`config.mk`:
```
export PLATFORM = sky130hd
export DESIGN_NAME = ps2_mode_sequencer
export DESIGN_NICKNAME = d
export VERILOG_FILES = /design/src/rtl/ps2_pkg.sv /design/src/rtl/ps2_key_map.sv /design/src/rtl/ps2_mode_sequencer.sv
export SDC_FILE = /design/constraint.sdc
export NUM_CORES = 1
export LEC_CHECK = 0
export CAP_MARGIN = 20
export CELL_PAD_IN_SITES_DETAIL_PLACEMENT = 2
export CELL_PAD_IN_SITES_GLOBAL_PLACEMENT = 2
export CORE_ASPECT_RATIO = 0.75
export CORE_UTILIZATION = 29
export DETAILED_ROUTE_END_ITERATION = 16
export GPL_TIMING_DRIVEN = 1
export PLACE_DENSITY_LB_ADDON = 0.1
export SYNTH_ARGS = -nofsm -noshare
export SYNTH_HDL_FRONTEND = slang
export SYNTH_SLANG_ARGS = --single-unit
```
`constraint.sdc`:
```
create_clock -name i_clk -period 2.55 [get_ports i_clk]
set_input_delay 0.3825 -clock i_clk [delete_from_list [all_inputs] [get_ports i_clk]]
set_output_delay 0.3825 -clock i_clk [all_outputs]
set_load 0.01 [all_outputs]
```
`src/rtl/ps2_pkg.sv`:
```
// ps2_pkg: state encoding, scancode constants and mode sizing shared by the PS/2 mode sequencer
package ps2_pkg;
    localparam int MODE_W = 3;
    localparam int MODE_N = 5;
    localparam logic [7:0] SC_BRK  = 8'hF0;
    localparam logic [7:0] SC_EXT  = 8'hE0;
    localparam logic [7:0] SC_KEY1 = 8'h16;
    localparam logic [7:0] SC_KEY2 = 8'h1E;
    localparam logic [7:0] SC_KEY3 = 8'h26;
    localparam logic [7:0] SC_KEY4 = 8'h25;
    localparam logic [7:0] SC_KEY5 = 8'h2E;
    typedef enum logic [2:0] {S_IDLE, S_BRK, S_EXT, S_EXT_BRK, S_REQ} state_t;
    function automatic logic [MODE_N-1:0] led_of(input logic [MODE_W-1:0] m);
        return MODE_N'(1) << m;
    endfunction
endpackage

```
`src/rtl/ps2_key_map.sv`:
```
// ps2_key_map: combinational make-code to mode decoder, hit low for unmapped codes
module ps2_key_map
    import ps2_pkg::*;
(
    input  logic [7:0]        code,
    output logic              hit,
    output logic [MODE_W-1:0] mode
);
    // five number-row keys select modes 0..4
    always_comb begin
        hit  = 1'b1;
        mode = '0;
        case (code)
            SC_KEY1: mode = MODE_W'(0);
            SC_KEY2: mode = MODE_W'(1);
            SC_KEY3: mode = MODE_W'(2);
            SC_KEY4: mode = MODE_W'(3);
            SC_KEY5: mode = MODE_W'(4);
            default: hit = 1'b0;
        endcase
    end
endmodule

```
`src/rtl/ps2_mode_sequencer.sv`:
```
// ps2_mode_sequencer: turns PS/2 make codes into acknowledged mode changes; PS2_ACK_TIMEOUT_EN adds an ack timeout
module ps2_mode_sequencer
    import ps2_pkg::*;
#(
    parameter int ACK_TIMEOUT = 100000
) (
    input  logic              i_clk,
    input  logic              i_rst_n,
    input  logic [7:0]        i_byte,
    input  logic              i_byte_valid,
    output logic              o_req,
    output logic [MODE_W-1:0] o_req_mode,
    input  logic              i_ack,
    output logic [MODE_W-1:0] o_mode,
    output logic [MODE_N-1:0] o_led,
    output logic              o_err,
    output logic              o_drop
);
    state_t            state;
    logic              hit;
    logic [MODE_W-1:0] key_mode;
`ifdef PS2_ACK_TIMEOUT_EN
    localparam int CNT_W = $clog2(ACK_TIMEOUT + 1);
    logic [CNT_W-1:0] cnt;
`endif

    ps2_key_map u_key_map (
        .code (i_byte),
        .hit  (hit),
        .mode (key_mode)
    );

    // prefix tracking, request handshake and registered status outputs
    always_ff @(posedge i_clk or negedge i_rst_n) begin
        if (!i_rst_n) begin
            state      <= S_IDLE;
            o_req      <= 1'b0;
            o_req_mode <= '0;
            o_mode     <= '0;
            o_led      <= led_of('0);
            o_err      <= 1'b0;
            o_drop     <= 1'b0;
`ifdef PS2_ACK_TIMEOUT_EN
            cnt        <= '0;
`endif
        end else begin
            o_err  <= 1'b0;
            o_drop <= 1'b0;
            o_led  <= led_of(o_mode);
            case (state)
                S_IDLE: if (i_byte_valid) begin
                    if (i_byte == SC_BRK) state <= S_BRK;
                    else if (i_byte == SC_EXT) state <= S_EXT;
                    else if (!hit) o_err <= 1'b1;
                    else if (key_mode != o_mode) begin
                        o_req      <= 1'b1;
                        o_req_mode <= key_mode;
                        state      <= S_REQ;
`ifdef PS2_ACK_TIMEOUT_EN
                        cnt        <= '0;
`endif
                    end
                end
                S_BRK, S_EXT_BRK: if (i_byte_valid) state <= S_IDLE;
                S_EXT: if (i_byte_valid) state <= (i_byte == SC_BRK) ? S_EXT_BRK : S_IDLE;
                S_REQ: begin
                    o_drop <= i_byte_valid;
                    if (i_ack) begin
                        o_mode <= o_req_mode;
                        o_req  <= 1'b0;
                        state  <= S_IDLE;
                    end
`ifdef PS2_ACK_TIMEOUT_EN
                    else if (cnt == CNT_W'(ACK_TIMEOUT - 1)) begin
                        o_req <= 1'b0;
                        o_err <= 1'b1;
                        state <= S_IDLE;
                        cnt   <= '0;
                    end else cnt <= cnt + 1'b1;
`endif
                end
                default: state <= S_IDLE;
            endcase
        end
    end
endmodule
```
# After elaboration in Yosys (flattened, before gate mapping)
# Cells that the tools add are included.
# Widths: inputs -> output; s select.
# word_totals
register_bits	17
n_memories	0
inputBits	12
mem_bits_rw	0
latch_bits	0
romBits	0
output_inout_bits	14
# classes
mux	25
order_cmp	0
reduce_logical	8
add_sub_neg	0
multipliers	0
shifts	1
bitwise_logic	2
n_div	0
eq_ne	22
# ops
cell	n
$eq 8x6->1 const B	3
$mux 3	8
$pmux 3 s4	2
$eq 8x5->1 const B	2
$eq 8x8->1 const B	2
$ne 2x2->1 const B	8
$mux 1	13
$reduce_and 6->1	2
$ne 4x4->1 const B	2
$reduce_and 7->1	1
$eq 3x2->1 const B	2
$reduce_or 5->1	1
$shl 1x3->5 const A	1
$eq 3x1->1 const B	1
$eq 3x3->1 const B	1
$logic_not 3->1	1
$ne 3x3->1	1
$mux 2	1
$not 1->1	2
$pmux 1 s2	1
$reduce_and 2->1	1
$reduce_bool 2->1	1
$reduce_or 2->1	1

# Longest topological paths before layout
# Gate-level depths: netlist (run 1).
# logic_depth
ltp_word	9
ltp_mapped	7
ltp_nobuf	6

# Hierarchy
# Synthesis (run 1) repeated with hierarchy kept, for this count alone.
# hier_totals
hier_cells	71
hier_area_um2	854.6
# by_module_without_submodules
module	instances	area_each_um2	seq_area_each_um2	cells_per_inst
ps2_mode_sequencer	1	750.7	426.7	56
ps2_key_map	1	103.8	0.0	15

# Least setup slack after synthesis (run 1)
# Ideal clock, no wire load.
# synth_path
path_kind	in2reg
from	input port i_byte[4]
to	register o_req_mode[2]
required_ps	2425
t_arrival_ps	1952
setup_slack_ps	473
setup_ps	125
stages	7
path_cell_list	clkbuf_2 or4b_2 o22ai_1 and3_1 o2bb2ai_2 nand2_1 mux2_2
# synth_between
elab_chain_cells	4
# synth_lines
element	line	text
from (decl)	ps2_mode_sequencer.sv:9	input logic [7:0] i_byte,
$eq 8x6->1 / $eq 8x5->1 (equally long branches)	ps2_key_map.sv:13	case (code)
$pmux 3 s4 / $reduce_or 5->1 (equally long branches)	--	
$ne 3x3->1 / $mux 1 (equally long branches)	ps2_mode_sequencer.sv:55, ps2_key_map.sv:13	
$reduce_and 6->1 (no line)	--	
to (signal assigned)	ps2_mode_sequencer.sv:57	o_req_mode <= key_mode;
to (decl)	ps2_mode_sequencer.sv:12	output logic [MODE_W-1:0] o_req_mode,
# Parallel ways exist; a longest one is shown, timed or not.
# A chain may end at the register's enable or synchronous reset.

# Final worst setup path (run 1)
# layout_path
from	input port i_byte[7]
to	register o_req_mode[0]
# The elaborated chain is that of the path after synthesis.

==> run_results.csv, run 1 <==
group,metric,value,unit
floorplanning,rows,16,
synth,netlist_instances,84,
clock_network,cts_tree,"yes",
timing,hold_viol,0,
finish,design_area,1310,um2
critical_path,critPathKind,"input pin to flop",
global_routing,grt_pass1_vias,910,
global_routing,grt_overflow,0,
timing,setup_viol,0,
synth,avgSynthCellArea,10.2,um2
floorplanning,core,2700,um2
synth,yosysTopAreaCell,"dfrtp_1",
routing,wl_per_cell,16.5,um
global_routing,grt_usage,19.8,%
synth,async_flop_share,100,%
clock_network,root_buffer,"clkbuf_8",
floorplanning,die_w,64.9,um
placement,placed_area,1260,um2
timing,min_period,2400,ps
routing,wl,2670,um
placement,io_buffers,25,
global_routing,antenna_found_initial,0,
synth,ys_seq_area_share,49.6,%
floorplanning,pin_count,26,
power,powerDensity,567,nW/um2
finish,final-seq-area,427,um2
critical_path,required,2670,ps
timing,fin_ws,151,ps
placement,gp_congestion,0.788,
critical_path,critPathMaxFanout,5,
flow_run,drv_cap,0,
clock_network,htreeDepth,1,
critical_path,endpoint_kind,"flop",
power,clock_power_share,27.9,%
power,combPwrFrac,27.8,%
routing,drc,0,
floorplanning,start_util,31.8,%
clock_network,cts_resized,0,
clock_network,cts_hold_buffers,0,
timing,worstMarginPinSlew,798,ps
finish,fill_cells,292,
routing,drtAntennaViolNets,0,
power,swShare,29.1,%
clock_network,cts_buffers,3,
synth,synth-edff-count,0,
synth,yosys_warnings,0,
synth,synth_flop_cell,"dfrtp_1",
timing,fmax,0.417,GHz
synth,yosysTopAreaCellShare,46.6,%
hold_path,min_path_type,"flop to flop",
finish,fin_nets,139,
finish,syn2layout_area_growth,51.8,%
clock_network,cts_setup_buffers,0,
timing,report.final.slew_viol_count,0,
synth,synthDistinctLibCells,31,
synth,synth_area,860,um2
synth,syn-num-nets,96,
clock_network,clk_pin_slew,70,ps
critical_path,cp_data_arrival_time,2520,ps
critical_path,startpoint_type,"input pin",
synth,synthTopCellsByArea,"dfrtp_1 47%, nand2_1 3.5%, dfstp_2 3.1%, a21oi_1 2.9%, and3_1 2.9%",
placement,dpl.hpwl,2100,um
placement,dp_slack,-90.9,ps
power,p_leak,0.555,nW
timing,slew_headroom,46.6,%
outcome,status,"completed",
floorplanning,dieArea,3190,um2
floorplanning,die_h,49.2,um
clock_network,clk_latency,250,ps
power,vdd.ir_drop.worst,0.226,mV
global_routing,grt_pass1_wl,4690,um
routing,routed_via_density,5.21,
routing,drtIter0Drc,39,
timing,rsz0062_at_grt,"no",
timing,timing.final.crit_share,94.1,%
routing,drt_first_pass_iters,4,
finish,multiInputGateArea,417,um2
power,internal_power,524,uW
timing,finClkSkew,1.77,ps
clock_network,cts.sinks,17,
global_routing,grt_max_degree,18,
finish,final_common_cell,"clkdlybuf4s50_1",
finish,final_cell_mix,"25 x clkdlybuf4s50_1, 16 x dfrtp_1, 15 x buf_4",
finish,diodes,0,
routing,vias,844,
power,p_sw,215,uW
synth,ys_seq_elements,17,
clock_network,clockBufferDepth,2,
power,p_seq_share,44.4,%
finish,layout-drive-gt1-share,22.2,%
[cell usage after synthesis, drive strengths merged (2+ instances only)]
library cell and number:
a21oi 5, and2 2, and3 4, clkbuf 2
dfrtp 16, inv 2, mux2 2, nand2 8
nand2b 3, nand4b 2, nor2 6, nor3 4
o21ai 4, o22ai 3, or3 3, or4b 4
xnor2 2
[metrics by stage]
step	TNS, ps	hold slack, ps	power [mW]	utilization, %	instances
final	0	520	0.739	48.3	162
after global routing	0	568	0.786	48.3	162
after CTS	0	527	0.751	48.3	162
after detailed placement	-255	507	0.540	46.6	158
after global placement	-34.2	484	0.530	46.6	158
after floorplan	0	86.9	0.404	-	84
[area by class of cell]
type | count | share of cell area [%]
Tap cell | 36 | 3.45
Clock buffer | 3 | 3.16
Clock inverter | 1 | 0.384
Sequential cell | 17 | 32.7
Inverter | 2 | 0.575
Multi-Input combinational cell | 63 | 31.9
Timing Repair Buffer | 40 | 27.8
[critical path, stage by stage]
cell             delay, ps
clkdlybuf4s50_1        460
or4b_2                 720
o22ai_1                270
nand2_1                120
buf_4                  140
o32ai_1                280
a22oi_1                140
[logic make-up after synthesis]
logic type	share of synthesized area (%)
simple gates	28.4
compound gates	15.4
flops	49.6
buf+inv	1.89
xor+xnor	2.04
mux	2.62
[layer usage]
layer	vias to the layer above	global-route usage, %	share of wire, %
met1	415	27.1	49
met5	-	0	0
met3	4	5.14	5.1
li1	400	-	-
met4	0	3.70	1.5
met2	25	31.4	45
[registers in the layout (all words and copies together), names as in the netlist]
name        flops
state           3
o_err           1
o_drop          1
o_led           5
o_req           1
o_mode          3
o_req_mode      3
[power by group through the flow]
stage	Clock, mW	Sequential, mW	Combinational [mW]
6_report	0.206	0.328	0.206
5_1_grt	0.228	0.333	0.225
2_1_floorplan	0	0.343	0.0604
3_5_place_dp	0	0.333	0.206
4_1_cts	0.214	0.329	0.207
3_3_place_gp	0	0.331	0.198
[final timing paths]
kind,startpoint,to,slack (ps),cells past startpoint
min reg2reg,o_req,o_req,520,2
max,i_byte[7],o_req_mode[0],150,7
max reg2reg,o_mode[2],o_req_mode[2],710,5
min,o_req,o_req,520,2
max in group asynchronous,i_rst_n,state[0],1460,1
min in group asynchronous,i_rst_n,state[1],590,1
(Power assumes the default switching activity.)
==> run 2, diff against run 1 <==
--- a/config.mk
+++ b/config.mk
@@ -13,6 +13,7 @@
 export DETAILED_ROUTE_END_ITERATION = 16
 export GPL_TIMING_DRIVEN = 1
 export PLACE_DENSITY_LB_ADDON = 0.1
+export SLEW_MARGIN = 20
 export SYNTH_ARGS = -nofsm -noshare
 export SYNTH_HDL_FRONTEND = slang
 export SYNTH_SLANG_ARGS = --single-unit
==> results of run 2 <==
No change in the layout: final DEF, timing and power equal those of run 1.
==> run 3, diff against run 2 <==
--- a/config.mk
+++ b/config.mk
@@ -13,7 +13,6 @@
 export DETAILED_ROUTE_END_ITERATION = 16
 export GPL_TIMING_DRIVEN = 1
 export PLACE_DENSITY_LB_ADDON = 0.1
-export SLEW_MARGIN = 20
 export SYNTH_ARGS = -nofsm -noshare
 export SYNTH_HDL_FRONTEND = slang
 export SYNTH_SLANG_ARGS = --single-unit
==> results of run 3 <==
No change in the layout: final DEF, timing and power equal those of run 1.
